--- src/rtl/riskbes_mem_pkg.sv ---
// Shared constants, FSM encoding and the alignment rule for the MEM stage.
// The alignment rule is used by the stage and by anything else that needs to classify an access.
package riskbes_mem_pkg;

  localparam logic [2:0] F3_LB  = 3'b000;
  localparam logic [2:0] F3_LH  = 3'b001;
  localparam logic [2:0] F3_LW  = 3'b010;
  localparam logic [2:0] F3_LBU = 3'b100;
  localparam logic [2:0] F3_LHU = 3'b101;
  localparam logic [2:0] F3_SB  = 3'b000;
  localparam logic [2:0] F3_SH  = 3'b001;
  localparam logic [2:0] F3_SW  = 3'b010;

  typedef enum logic [1:0] {
    ST_IDLE = 2'd0,
    ST_WAIT = 2'd1,
    ST_DONE = 2'd2
  } mem_state_e;

  localparam logic [3:0] CAUSE_LOAD_MISALIGNED  = 4'd4;
  localparam logic [3:0] CAUSE_LOAD_FAULT       = 4'd5;
  localparam logic [3:0] CAUSE_STORE_MISALIGNED = 4'd6;
  localparam logic [3:0] CAUSE_STORE_FAULT      = 4'd7;

  // Unsupported size encodings are folded into "misaligned" so they never reach the bus.
  function automatic logic is_misaligned(input logic       is_load,
                                         input logic       is_store,
                                         input logic [2:0] funct3,
                                         input logic [1:0] offset);
    logic mis;
    mis = 1'b0;
    if (is_load) begin
      case (funct3)
        F3_LB, F3_LBU: mis = 1'b0;
        F3_LH, F3_LHU: mis = offset[0];
        F3_LW:         mis = (offset != 2'b00);
        default:       mis = 1'b1;
      endcase
    end else if (is_store) begin
      case (funct3)
        F3_SB:   mis = 1'b0;
        F3_SH:   mis = offset[0];
        F3_SW:   mis = (offset != 2'b00);
        default: mis = 1'b1;
      endcase
    end
    return mis;
  endfunction

endpackage

--- src/rtl/load_data_aligner.sv ---
// Selects the addressed byte/half of a returned read word and extends it to 32 bits.
module load_data_aligner
  import riskbes_mem_pkg::*;
(
  input  logic [31:0] rdata,
  input  logic [1:0]  offset,
  input  logic [2:0]  funct3,
  output logic [31:0] data
);

  logic [31:0] shifted;

  // Legal word accesses have offset 0, so the shifted word is the raw word for LW.
  assign shifted = rdata >> {offset, 3'b000};

  always_comb begin
    data = shifted;
    case (funct3)
      F3_LB:   data = {{24{shifted[7]}}, shifted[7:0]};
      F3_LBU:  data = {24'b0, shifted[7:0]};
      F3_LH:   data = {{16{shifted[15]}}, shifted[15:0]};
      F3_LHU:  data = {16'b0, shifted[15:0]};
      default: data = shifted;
    endcase
  end

endmodule

--- src/rtl/memory_access_stage.sv ---
// MEM pipeline stage: drives the data-memory request/ack handshake and registers MEM/WB.
// Handshake: mem_req_o rises with a legal access and, with we/addr/wdata/wstrb, stays stable until mem_ack_i is sampled high or the ack timeout expires.
module memory_access_stage
  import riskbes_mem_pkg::*;
#(
  parameter int ACK_TIMEOUT = 255,
  parameter int ADDR_W      = 32
) (
  input  logic              clk_i,
  input  logic              rst_i,
  input  logic [31:0]       alu_out_ex_mem_i,
  input  logic [31:0]       rs2_ex_mem_i,
  input  logic [4:0]        rd_ex_mem_i,
  input  logic [1:0]        wb_sel_ex_mem_i,
  input  logic [2:0]        funct3_ex_mem_i,
  input  logic              is_load_instr_ex_mem_i,
  input  logic              is_store_instr_ex_mem_i,
  output logic              mem_req_o,
  output logic              mem_we_o,
  output logic [ADDR_W-3:0] mem_addr_o,
  output logic [31:0]       mem_wdata_o,
  output logic [3:0]        mem_wstrb_o,
  input  logic              mem_ack_i,
  input  logic [31:0]       mem_rdata_i,
  output logic              busywait_o,
  output logic [4:0]        rd_mem_wb_o,
  output logic [31:0]       alu_out_mem_wb_o,
  output logic [31:0]       rd_data_mem_wb_o,
  output logic [1:0]        wb_sel_mem_wb_o,
  output logic              is_load_instr_mem_wb_o,
  output logic              exception_o,
  output logic [3:0]        exception_cause_o,
  output mem_state_e        state_o
);

  localparam int CNT_W = (ACK_TIMEOUT > 1) ? $clog2(ACK_TIMEOUT) : 1;

  mem_state_e       state_q, state_d;
  logic [CNT_W-1:0] cnt_q;
  logic             fault_q;
  logic [31:0]      alu_q;
  logic [31:0]      wdata_q;
  logic [3:0]       wstrb_q;
  logic             we_q;
  logic [2:0]       funct3_q;
  logic [4:0]       rd_q;
  logic [1:0]       wb_sel_q;
  logic             load_q;
  logic [31:0]      rdata_q;

  logic        access;
  logic        mis;
  logic [1:0]  offset;
  logic [3:0]  st_wstrb;
  logic [31:0] st_wdata;
  logic [31:0] aligned;
  logic        start;
  logic        ack_take;
  logic        timeout;

  assign access = is_load_instr_ex_mem_i | is_store_instr_ex_mem_i;
  assign offset = alu_out_ex_mem_i[1:0];
  assign mis    = is_misaligned(is_load_instr_ex_mem_i, is_store_instr_ex_mem_i,
                                funct3_ex_mem_i, offset);
  assign state_o = state_q;

  always_comb begin
    st_wstrb = 4'b1111;
    st_wdata = rs2_ex_mem_i;
    case (funct3_ex_mem_i[1:0])
      2'b00: begin
        st_wstrb = 4'b0001 << offset;
        st_wdata = {4{rs2_ex_mem_i[7:0]}};
      end
      2'b01: begin
        st_wstrb = 4'b0011 << offset;
        st_wdata = {2{rs2_ex_mem_i[15:0]}};
      end
      default: begin
        st_wstrb = 4'b1111;
        st_wdata = rs2_ex_mem_i;
      end
    endcase
  end

  load_data_aligner u_aligner (
    .rdata  (mem_rdata_i),
    .offset (alu_q[1:0]),
    .funct3 (funct3_q),
    .data   (aligned)
  );

  always_ff @(posedge clk_i) begin
    if (rst_i) state_q <= ST_IDLE;
    else       state_q <= state_d;
  end

  always_comb begin
    state_d     = state_q;
    mem_req_o   = 1'b0;
    mem_we_o    = 1'b0;
    mem_addr_o  = alu_out_ex_mem_i[ADDR_W-1:2];
    mem_wdata_o = st_wdata;
    mem_wstrb_o = 4'b0000;
    busywait_o  = 1'b0;
    start       = 1'b0;
    ack_take    = 1'b0;
    timeout     = 1'b0;
    case (state_q)
      ST_IDLE: begin
        if (access && !mis) begin
          mem_req_o   = 1'b1;
          mem_we_o    = is_store_instr_ex_mem_i;
          mem_wstrb_o = is_store_instr_ex_mem_i ? st_wstrb : 4'b0000;
          busywait_o  = 1'b1;
          start       = 1'b1;
          state_d     = ST_WAIT;
        end
      end
      ST_WAIT: begin
        mem_req_o   = 1'b1;
        mem_we_o    = we_q;
        mem_addr_o  = alu_q[ADDR_W-1:2];
        mem_wdata_o = wdata_q;
        mem_wstrb_o = wstrb_q;
        busywait_o  = 1'b1;
        if (mem_ack_i) begin
          ack_take = 1'b1;
          state_d  = ST_DONE;
        end else if (cnt_q == CNT_W'(ACK_TIMEOUT - 1)) begin
          timeout = 1'b1;
          state_d = ST_DONE;
        end
      end
      ST_DONE: state_d = ST_IDLE;
      default: state_d = ST_IDLE;
    endcase
  end

  always_ff @(posedge clk_i) begin
    if (rst_i) begin
      cnt_q                  <= '0;
      fault_q                <= 1'b0;
      alu_q                  <= '0;
      wdata_q                <= '0;
      wstrb_q                <= '0;
      we_q                   <= 1'b0;
      funct3_q               <= '0;
      rd_q                   <= '0;
      wb_sel_q               <= '0;
      load_q                 <= 1'b0;
      rdata_q                <= '0;
      rd_mem_wb_o            <= '0;
      alu_out_mem_wb_o       <= '0;
      rd_data_mem_wb_o       <= '0;
      wb_sel_mem_wb_o        <= '0;
      is_load_instr_mem_wb_o <= 1'b0;
      exception_o            <= 1'b0;
      exception_cause_o      <= '0;
    end else begin
      // The exception flag is a pulse; it only survives the cycle it is captured in.
      exception_o       <= 1'b0;
      exception_cause_o <= '0;
      case (state_q)
        ST_IDLE: begin
          if (start) begin
            cnt_q    <= '0;
            fault_q  <= 1'b0;
            alu_q    <= alu_out_ex_mem_i;
            wdata_q  <= st_wdata;
            wstrb_q  <= is_store_instr_ex_mem_i ? st_wstrb : 4'b0000;
            we_q     <= is_store_instr_ex_mem_i;
            funct3_q <= funct3_ex_mem_i;
            rd_q     <= rd_ex_mem_i;
            wb_sel_q <= wb_sel_ex_mem_i;
            load_q   <= is_load_instr_ex_mem_i;
          end else begin
            rd_mem_wb_o            <= (access && mis) ? 5'd0 : rd_ex_mem_i;
            alu_out_mem_wb_o       <= alu_out_ex_mem_i;
            rd_data_mem_wb_o       <= '0;
            wb_sel_mem_wb_o        <= wb_sel_ex_mem_i;
            is_load_instr_mem_wb_o <= is_load_instr_ex_mem_i;
            if (access && mis) begin
              exception_o       <= 1'b1;
              exception_cause_o <= is_load_instr_ex_mem_i ? CAUSE_LOAD_MISALIGNED
                                                          : CAUSE_STORE_MISALIGNED;
            end
          end
        end
        ST_WAIT: begin
          if (ack_take)     rdata_q <= aligned;
          else if (timeout) fault_q <= 1'b1;
          else              cnt_q   <= cnt_q + CNT_W'(1);
        end
        ST_DONE: begin
          rd_mem_wb_o            <= fault_q ? 5'd0 : rd_q;
          alu_out_mem_wb_o       <= alu_q;
          rd_data_mem_wb_o       <= (fault_q || !load_q) ? 32'd0 : rdata_q;
          wb_sel_mem_wb_o        <= wb_sel_q;
          is_load_instr_mem_wb_o <= load_q;
          if (fault_q) begin
            exception_o       <= 1'b1;
            exception_cause_o <= load_q ? CAUSE_LOAD_FAULT : CAUSE_STORE_FAULT;
          end
        end
        default: ;
      endcase
    end
  end

endmodule

--- config.mk ---
export PLATFORM = sky130hd
export DESIGN_NAME = memory_access_stage
export DESIGN_NICKNAME = d
export VERILOG_FILES = /design/src/rtl/riskbes_mem_pkg.sv /design/src/rtl/load_data_aligner.sv /design/src/rtl/memory_access_stage.sv
export SDC_FILE = /design/constraint.sdc
export NUM_CORES = 1
export LEC_CHECK = 0
export CAP_MARGIN = 10
export CELL_PAD_IN_SITES_DETAIL_PLACEMENT = 1
export CELL_PAD_IN_SITES_GLOBAL_PLACEMENT = 1
export CORE_ASPECT_RATIO = 0.8
export CORE_MARGIN = 2
export CORE_UTILIZATION = 35
export CTS_CLUSTER_DIAMETER = 100
export DETAILED_ROUTE_END_ITERATION = 10
export PLACE_DENSITY_LB_ADDON = 0.3
export SLEW_MARGIN = 20
export SYNTH_ARGS = -nofsm -noshare
export SYNTH_HDL_FRONTEND = slang
export SYNTH_HIERARCHICAL = 1
export SYNTH_SLANG_ARGS = --single-unit
--- constraint.sdc ---
create_clock -name clk_i -period 2.9 [get_ports clk_i]
set_input_delay 0.58 -clock clk_i [delete_from_list [all_inputs] [get_ports clk_i]]
set_output_delay 0.58 -clock clk_i [all_outputs]
set_load 0.01 [all_outputs]
* After elaboration in Yosys (flattened, before gate mapping)
Cells that the tools add are included.
** Storage, ports and cells
- Logic and storage cells :: 119
- Output and inout port bits :: 148
- Register bits after elaboration :: 200
** Cells by class
- Multiplexer cells :: 57
- Eq/ne operators :: 18
- Reductions and logical operators :: 20
- Add/sub/neg operators :: 1
- Shift operators :: 3
- Bitwise gates (word level) :: 1
** Operators by type and width (number)
- case mux 32 bit (2 select lines) :: 3
- 2-to-1 mux 32 bit :: 4
- case mux 32 bit (4 select lines) :: 1
- >> shifter 32 x 5 -> 32 bit :: 1
- 2-to-1 mux 30 bit :: 1
- 2-to-1 mux 8 bit :: 3
- 2-to-1 mux 1 bit :: 17
- case mux 4 bit (2 select lines) :: 2
- case mux 8 bit (2 select lines) :: 1
- 2-to-1 mux 5 bit :: 3
- == test 3 bit, second input constant :: 4
- 2-to-1 mux 2 bit :: 6
- inequality test 2 bit, second input constant :: 6
- case mux 1 bit (2 select lines) :: 5
- case mux 5 bit (2 select lines) :: 1
- 2-to-1 mux 3 bit :: 3
- adder 8 x 1 -> 8 bit, second input constant :: 1
- == test 8 bit, second input constant :: 1
- 2-to-1 mux 4 bit :: 2
- case mux 2 bit (2 select lines) :: 2
- AND reduction 2 bit :: 4
- AND reduction 4 bit :: 2
- == test 3 x 1 -> 1 bit, second input constant :: 2
- logical NOT 3 bit :: 2
- 15 further kinds :: 23

* Longest topological paths before layout
Gate-level depths: netlist (run 1).
- Depth in word-level cells :: 10
- Gate-level depth with buffers :: 8
- Mapped depth without buffers :: 6

* By module
The synthesis (run 1) kept the hierarchy.
** Modules (own cells, without submodules)
- memory_access_stage :: cells an instance 1074, area each 8762.2 sq um, times used 1
- load_data_aligner :: cells an instance 107, area each 694.4 sq um, times used 1

* Least setup slack after synthesis (run 1)
Ideal clock, no wire load.
- Kind :: input to output
- Start :: in funct3_ex_mem_i[0]
- End :: out mem_req_o
- Arrival time :: 2.323 ns
- Path slack :: -0.003 ns
- Stages :: 7
- Required time :: 2.320 ns
- Path buffers :: 3
- Cells stage by stage :: clkbuf_1 or4_4 a221oi_4 nor2_1 clkbuf_1 nor2_1 buf_4
** On the way
- Cells in the longest elaborated chain, start to end :: 8
- Elaborated cells on any way between the ends :: 15
** RTL lines
- start: declaration :: RTL line memory_access_stage.sv:15 : input logic [2:0] funct3_ex_mem_i,
- == test 3 x 2 -> 1 bit, or another cell as far along :: RTL line riskbes_mem_pkg.sv:33, riskbes_mem_pkg.sv:40
- case mux 1 bit (3 select lines) / OR reduction 2 bit (equally long branches) :: RTL line riskbes_mem_pkg.sv:40, riskbes_mem_pkg.sv:33
- 2-to-1 mux 1 bit / case mux 1 bit (3 select lines) (equally long branches) :: RTL line riskbes_mem_pkg.sv:39, riskbes_mem_pkg.sv:33
- 2-to-1 mux 1 bit * :: RTL line riskbes_mem_pkg.sv:32 : if (is_load) begin
- logical NOT 1 bit * :: RTL line memory_access_stage.sv:111 : if (access && !mis) begin
- logical AND 1 bit * :: RTL line memory_access_stage.sv:111
- 2-to-1 mux 1 bit *
- case mux 1 bit (2 select lines) *
- end: declaration :: RTL line memory_access_stage.sv:18 : output logic mem_req_o,
Mark *: on every way between the ends. The rest lies on a longest branch, timed or not.

* Worst setup path after layout (run 1)
- Start :: in funct3_ex_mem_i[1]
- End :: out mem_wdata_o[24]
** On the way
- Cells in the longest elaborated chain, start to end :: 3
- Elaborated cells on any way between the ends :: 4
** RTL lines
- == test 2 x 1 -> 1 bit / logical NOT 2 bit (equally long branches) :: RTL line memory_access_stage.sv:70 : case (funct3_ex_mem_i[1:0])
- case mux 32 bit (2 select lines) * :: RTL line memory_access_stage.sv:70
- 2-to-1 mux 32 bit * :: RTL line memory_access_stage.sv:109 : case (state_q)
- end: declaration :: RTL line memory_access_stage.sv:21 : output logic [31:0] mem_wdata_o,
Marks and branches as above.

==> results of run 1 <==
[final cells by class]
cell class	count	area [um^2]	area share [%]
multi-input combinational	859	5040	38.0
sequential	198	3970	29.9
timing repair buffer	325	3170	23.9
clock buffer	19	453	3.42
tap	357	447	3.37
clock inverter	13	154	1.16
inverter	6	25.0	0.189
antenna	1	2.50	0.0189
[worst paths after layout]
kind                            start                               end  slack, ns  depth (start not counted)
max reg2reg   state_o[0]$_SDFFE_PP0P_  alu_out_mem_wb_o[4]$_SDFFE_PP0P_       0.46                          5
max                funct3_ex_mem_i[1]                   mem_wdata_o[24]       0.06                          6
min          rdata_q[29]$_SDFFE_PP0P_          rdata_q[29]$_SDFFE_PP0P_       0.46                          2
min reg2reg  rdata_q[29]$_SDFFE_PP0P_          rdata_q[29]$_SDFFE_PP0P_       0.46                          2
[cells by family after synthesis]
family | after synthesis | share of synthesized area [%]
fa+ha+maj | 2 | 0.265
other cells | 1 | 0.0397
flops | 198 | 41.9
xor+xnor | 2 | 0.185
buf+inv | 124 | 5.77
mux | 88 | 9.42
compound gates | 395 | 25.5
simple gates | 371 | 16.9
[metrics by stage]
stage                     cells  power, mW
after floorplan            1181       3.78
after global placement     1743       4.56
after detailed placement   1743       4.60
after CTS                  1777       7.03
after global routing       1778       7.28
final                      1778       6.98
[flip-flops by register name (all words and copies together) (netlist names)]
| signal | count |
|---|---|
| funct3_q | 3 |
| wstrb_q | 4 |
| cnt_q | 8 |
| wb_sel_q | 2 |
| fault_q | 1 |
| exception_cause_o | 2 |
| state_o | 2 |
| rd_q | 5 |
| rdata_q | 32 |
| rd_data_mem_wb_o | 32 |
| wdata_q | 32 |
| we_q | 1 |
| wb_sel_mem_wb_o | 2 |
| is_load_instr_mem_wb_o | 1 |
| load_q | 1 |
| exception_o | 1 |
| rd_mem_wb_o | 5 |
| alu_out_mem_wb_o | 32 |
| alu_q | 32 |
[layer usage]
metal	vias up	track usage [%]	wire, um
met5	-	0	0
met4	0	5.51	462
met3	25	4.54	1880
met2	257	38.5	15700
met1	4703	32.6	16300
li1	4646	-	-
[cells in the final DEF, fill, tap and decap left out, drive strengths merged, types with 4 or more instances in the layout]
master           n
nand2b           5
clkdlybuf4s50  241
nand4            6
nor2            49
mux2             8
inv             13
and3             5
o21ai           86
mux2i           80
clkinv           6
a211oi          67
a21oi          181
nand3           65
buf             75
a22o            32
dfxtp          198
a311oi           7
dlygate4sd2      4
clkbuf          22
nor2b           10
nand2          221
[Yosys cell counts (3+ instances only)]
| cell | n | area [um^2] |
|---|---|---|
| sky130_fd_sc_hd__nand4_1 | 6 | 37.5 |
| sky130_fd_sc_hd__a211oi_1 | 67 | 503 |
| sky130_fd_sc_hd__a311oi_1 | 6 | 52.6 |
| sky130_fd_sc_hd__clkbuf_1 | 85 | 319 |
| sky130_fd_sc_hd__buf_2 | 16 | 80.1 |
| sky130_fd_sc_hd__mux2i_1 | 80 | 801 |
| sky130_fd_sc_hd__inv_1 | 6 | 22.5 |
| sky130_fd_sc_hd__o2111ai_1 | 3 | 26.3 |
| sky130_fd_sc_hd__a21oi_1 | 180 | 901 |
| sky130_fd_sc_hd__clkbuf_2 | 3 | 15.0 |
| sky130_fd_sc_hd__nand2b_1 | 3 | 18.8 |
| sky130_fd_sc_hd__mux2_2 | 8 | 90.1 |
| sky130_fd_sc_hd__nand3_1 | 65 | 325 |
| sky130_fd_sc_hd__nand2_1 | 221 | 830 |
| sky130_fd_sc_hd__buf_4 | 9 | 67.6 |
| sky130_fd_sc_hd__nor2b_1 | 10 | 62.6 |
| sky130_fd_sc_hd__a21o_1 | 3 | 22.5 |
| sky130_fd_sc_hd__o31ai_1 | 3 | 22.5 |
| sky130_fd_sc_hd__nor2_1 | 48 | 180 |
| sky130_fd_sc_hd__dfxtp_1 | 198 | 3960 |
| sky130_fd_sc_hd__buf_6 | 3 | 33.8 |
| sky130_fd_sc_hd__a22o_1 | 32 | 280 |
| sky130_fd_sc_hd__o21ai_0 | 83 | 415 |
| sky130_fd_sc_hd__and3_1 | 5 | 31.3 |
[power groups by stage]
stage	sequential, mW	clock, mW	combinational (mW)
detailed placement	3.03	0	1.57
CTS	2.97	2.48	1.58
floorplan	3.03	0	0.752
global placement	3.02	0	1.54
finish	2.97	2.43	1.59
global route	2.99	2.59	1.71
[worst register-to-register path: stages, from the launching register on]
cell and delay, ns:
sky130_fd_sc_hd__dfxtp_2 0.44, sky130_fd_sc_hd__buf_4 0.55, sky130_fd_sc_hd__nand2b_2 0.25, sky130_fd_sc_hd__buf_4 0.59, sky130_fd_sc_hd__mux2i_1 0.36, sky130_fd_sc_hd__a211oi_1 0.10
[repair_timing]
action                                 CTS  global route
setup endpoints to repair               51            13
endpoints found under the hold margin    0             0
pin swaps                                4             7
buffers inserted                         2             0
resized for setup                       52            20
==> summary.txt, run 1 <==
Outcome
  • Outcome: finished, final reports clean

Routing
  • Routed vias: 9631
  • Mean routed wirelength per cell: 19.4 um
  • Routed via count divided by cell count: between 5 and 6
  • Post-detailed-route DRC marker count: 0
  • Initial drt markers: around 640
  • Final wirelength: 34400 um
  • Antenna-violating nets left: 0
  • Drt pass-1 iters: 5

Synthesis
  • Main flop type after synthesis: sky130_fd_sc_hd__dfxtp_1
  • Number of enable flip-flop cells after synthesis: 0
  • Synth warnings: 6
  • Synth Net Count: approximately 1300
  • Post-synthesis instance total: roughly 1200
  • Sequential-to-total area share from yosys stat: 41.9%
  • Number of distinct library cells after synthesis: 54
  • Yosys reg bits: just under 200
  • Asr flop ratio synth: 0%
  • Avg Inst Size Synth: between 8 and 9 um^2
  • Post-synthesis cell area: roughly 0.0095 mm^2

Power
  • Max rail drop VDD: between 0.0004 and 0.0005 V
  • Design internal power: about 4.8 mW
  • Combinational share of power: between 20% and 30%
  • Static leakage power: between 5 and 6 nW
  • Power Density: 526 mW/mm^2
  • Sw frac: just over 30%
  • Proportion of power drawn by the clock network: roughly a third
  • Net switching power: roughly 2.2 mW
  • Portion of total power attributed to sequential cells: 42.5%

Clock network
  • Root buffer cell: sky130_fd_sc_hd__clkbuf_16
  • Maximum number of buffers from clock root to sink: 2
  • Clock latency on the worst-skew pair: around 0.44 ns
  • Clock tree from TritonCTS: done
  • Clock input transition at the sequential cells of the worst setup and hold paths: 0.08 ns
  • Number of buffers inserted by hold repair at cts: 0
  • Clock sinks: 198
  • H-tree lvl count: 4
  • Cts bufs inserted: 17

Timing
  • Number of hold violations in the final report: 0
  • Worst slew pin tran: a little under 1 ns
  • Final critical-path setup slack: ~0.058 ns
  • Post-route setup TNS: 0 ns
  • Crit path time final: approximately 2.8 ns
  • Clock Skews: 0.0150 ns
  • Setup repair after global routing missed its margin: false
  • Worst hold slack: 0.460 ns
  • Final slew viol count: 0
  • Final worst-path cycle share: 98.0%
  • Max Freq: 352 MHz
  • Max-slew headroom at the worst pin: between 30% and 40%
  • Number of endpoints failing setup at the final stage: 0

Global routing
  • Number of global-route vias before repair: 9559
  • Maximum number of pins on one net before global-route repair: 91
  • Leftover overflow at the end of global routing: 0
  • GRT Resource Usage Total: a little under a quarter
  • Antenna violations before repair: 1
  • Wire length of the first global-routing pass: ~54000 um

Placed design
  • Placed wire-length estimate: 23200 um
  • Number of buffers inserted by port buffering: 257
  • Pre-CTS setup slack: -0.765 ns
  • Final weighted congestion in routability-driven placement: around 0.85
  • Post-placement cell area: roughly 0.013 mm^2

Final layout
  • Syn-to-layout area delta: 40.2%
  • Final std cell area, no fill: between 0.01 and 0.015 mm^2
  • End-of-flow core utilization: between 50% and 60%
  • Final nets: 1520
  • Final-layout fill cell count: ~3200
  • Fraction of layout cells with a size suffix above 1: a little over 10%

Worst setup path
  • Arrival @ worst endpoint: approximately 2.3 ns
  • Req. time, crit path: ~2.3 ns
  • Setup crit end kind: output port
  • Highest fanout seen on the critical path: 26
  • Master of the slowest instance on the critical path: sky130_fd_sc_hd__clkdlybuf4s50_1
  • Buffers plus inverters on the worst setup path: 3
  • Cell Chain, Critical Path: dlygate4sd2_1 -> buf_8 -> nand2_1 -> o21ai_0 -> mux2_2 -> clkdlybuf4s50_1
  • Element type at the critical path start: input port
  • Setup Crit Path Kind: input port to output port
  • Kind of cell with the highest combined delay on the critical path: buffers and inverters
  • Largest stage delay on the critical path: 0.54 ns

Floorplan
  • Core footprint: around 0.026 mm^2
  • Die outline width: roughly 190 um
  • Initial core utilization: between 30% and 40%
  • Std cell rows: 53
  • IO Count: 259
  • Overall die area: ~0.028 mm^2
  • Die Y-Extent: 151 um

Run
  • # Max-Cap Violations: 0

Min path
  • Kind of path behind the tightest hold check: flip-flop to flip-flop
Note: power is estimated with default switching activity, not from simulation.
==> run 2, diff against run 1 <==
--- a/config.mk
+++ b/config.mk
@@ -14,7 +14,6 @@
 export CTS_CLUSTER_DIAMETER = 100
 export DETAILED_ROUTE_END_ITERATION = 10
 export PLACE_DENSITY_LB_ADDON = 0.3
-export SLEW_MARGIN = 20
 export SYNTH_ARGS = -nofsm -noshare
 export SYNTH_HDL_FRONTEND = slang
 export SYNTH_HIERARCHICAL = 1
==> results of run 2 <==
Same layout as run 1: the final DEF is identical, and so are final timing and power.
==> run 3, diff against run 2 <==
==> constraint.sdc (replaced) <==
create_clock -name clk_i -period 2.9 [get_ports clk_i]
set_input_delay 0.725 -clock clk_i [delete_from_list [all_inputs] [get_ports clk_i]]
set_output_delay 0.725 -clock clk_i [all_outputs]
set_load 0.01 [all_outputs]
==> run 3 against run 2 <==
The run now ends with negative setup slack left. Via count is 0.55% higher. Non-clock buffer count rose by 20. Core utilization grew 0.96 points. Clock skew down 0.0025 ns. Routed wire length up 3.7%. Final area is 1.9% higher. Worst setup slack worse by 0.19 ns. Sequential cell count unchanged. Cell count is 1.1% higher. Combinational power increased by 3%. Clock-buffer cell count down 1.
==> summary.txt, run 3 (synthesized netlist as in run 1, its figures left out) <==
Worst setup path
  • Highest fanout seen on the critical path: 3
  • Arrival @ worst endpoint: 2.30 ns
  • Element type at the critical path start: input port
  • Setup crit end kind: output port
  • Largest stage delay on the critical path: around 0.55 ns
  • Req. time, crit path: 2.17 ns
  • Cell Chain, Critical Path: buf_6 -> or4_4 -> a221oi_4 -> buf_6 -> buf_12 -> o2111ai_4 -> nand2_1 -> buf_6
  • Master of the slowest instance on the critical path: sky130_fd_sc_hd__or4_4
  • Setup Crit Path Kind: input port to output port
  • Cell type with the highest occurrence count on the critical path: sky130_fd_sc_hd__buf_6

Timing
  • Worst hold slack: around 0.46 ns
  • Final worst-path cycle share: 104%
  • Final slew viol count: 0
  • Number of hold violations in the final report: 0
  • Setup repair after global routing missed its margin: true
  • Max Freq: 330 MHz
  • Post-route setup TNS: -0.614 ns
  • Number of endpoints failing setup at the final stage: 7
  • Clock Skews: roughly 0.012 ns
  • Crit path time final: between 3 and 4 ns
  • Final critical-path setup slack: -0.128 ns
  • Max-slew headroom at the worst pin: 33.5%
  • Worst slew pin tran: between 0.9 and 1 ns

Global routing
  • Number of global-route vias before repair: about 9700
  • Antenna violations before repair: 3
  • GRT Resource Usage Total: 24.3%
  • Maximum number of pins on one net before global-route repair: 90
  • Leftover overflow at the end of global routing: 0
  • Wire length of the first global-routing pass: between 50000 and 60000 um

Final layout
  • Leading cell type in the layout, fill and taps excluded: sky130_fd_sc_hd__nand2_1
  • Commonest cells after routing, fill and taps aside: sky130_fd_sc_hd__nand2_1 (221), sky130_fd_sc_hd__clkdlybuf4s50_1 (210), sky130_fd_sc_hd__dfxtp_1 (197)
  • Count of non-filler cells in the finished layout: approximately 1800
  • Final nets: 1540
  • End-of-flow core utilization: between 50% and 60%
  • Syn-to-layout area delta: 42.9%
  • Fraction of layout cells with a size suffix above 1: between 10% and 20%
  • Final std cell area, no fill: roughly 0.014 mm^2

Routing
  • Routed via count divided by cell count: between 5 and 6
  • Final wirelength: 35700 um
  • Routed vias: about 9700
  • Antenna-violating nets left: 0
  • Drt pass-1 iters: 5
  • Mean routed wirelength per cell: between 15 and 20 um
  • Post-detailed-route DRC marker count: 0
  • Initial drt markers: about 740

Clock network
  • Number of buffers inserted by hold repair at cts: 0
  • Root buffer cell: sky130_fd_sc_hd__clkbuf_16
  • Maximum number of buffers from clock root to sink: 2
  • Clock latency on the worst-skew pair: ~0.44 ns
  • H-tree lvl count: 4
  • Cts bufs inserted: 17
  • Clock tree from TritonCTS: done
  • Clock input transition at the sequential cells of the worst setup and hold paths: ~0.080 ns
  • Clock sinks: between 150 and 200

Power
  • Total power draw: 6.88 mW
  • Power Density: 509 mW/mm^2
  • Static leakage power: approximately 5.4 nW
  • Max rail drop VDD: between 0.0004 and 0.0005 V

Placed design
  • Final weighted congestion in routability-driven placement: 0.855
  • Post-placement cell area: 0.0126 mm^2
  • Placed wire-length estimate: ~24000 um
  • Number of buffers inserted by port buffering: approximately 260
  • Pre-CTS setup slack: -1.12 ns
  • Count of placed standard cells including taps: about 1700

Floorplan
  • Die outline width: approximately 190 um
  • IO Count: 259
  • Std cell rows: 53
  • Die Y-Extent: roughly 150 um
  • Initial core utilization: between 30% and 40%
  • Core footprint: ~0.026 mm^2
  • Overall die area: roughly 0.028 mm^2

Min path
  • Kind of path behind the tightest hold check: flip-flop to flip-flop

Outcome
  • Outcome: finished, violations left
  • Violations in the final reports: negative setup slack

Run
  • # Max-Cap Violations: 0
## run 3: changes by cell type in the layout (fill, tap and decap cells not counted), moves of 5 or more
cell	previous run	this run
sky130_fd_sc_hd__clkdlybuf4s50_1	241	210
sky130_fd_sc_hd__buf_4	57	68
sky130_fd_sc_hd__inv_6	6	1
sky130_fd_sc_hd__dlymetal6s2s_1	1	8
sky130_fd_sc_hd__dlygate4sd2_1	4	27
sky130_fd_sc_hd__clkinv_8	5	0
## run 3: power by group
part	switching [mW]	leakage (nW)	internal, mW	total (mW)
combinational	0.862	3.54	0.767	1.63
sequential	0.0951	1.62	2.87	2.97
clock	1.16	0.256	1.13	2.28
## run 3: repair_timing
item | CTS | global route
cloned | 1 | 2
buffers inserted | 8 | 8
resized for setup | 106 | 15
pin swaps | 10 | 5
setup endpoints to repair | 45 | 36
## run 3: worst paths after layout
| check | from | endpoint | slack (ns) | cells past startpoint |
|---|---|---|---|---|
| setup / recovery | alu_out_ex_mem_i[0] | mem_wstrb_o[1] | -0.13 | 8 |
| hold / removal | rdata_q[9]$_SDFFE_PP0P_ | rdata_q[9]$_SDFFE_PP0P_ | 0.46 | 2 |
| setup reg to reg | state_o[0]$_SDFFE_PP0P_ | alu_out_mem_wb_o[4]$_SDFFE_PP0P_ | 0.67 | 5 |
| hold reg to reg | rdata_q[9]$_SDFFE_PP0P_ | rdata_q[9]$_SDFFE_PP0P_ | 0.46 | 2 |
## run 3: critical path: cells and delay by family
kind,cells,cell delay [ns]
buffers and inverters,4,0.47
and+or+nand+nor,2,0.67
AOI/OAI and AO/OA,2,0.44
## run 3: final cells by class
type	instances	area, um^2
fillers	3132	12900
multi-input cells	859	5070
flip-flops and latches	198	3970
repair buffers	345	3450
well taps	357	447
clock buffers	18	429
clock inverters	13	119
inverters	6	25.0
diodes	2	5.00
## run 3: layer usage
layer	track usage, %	wire [um]
met2	39.0	16700
met5	0	0
met3	5.28	1940
met1	33.2	16600
met4	6.34	519
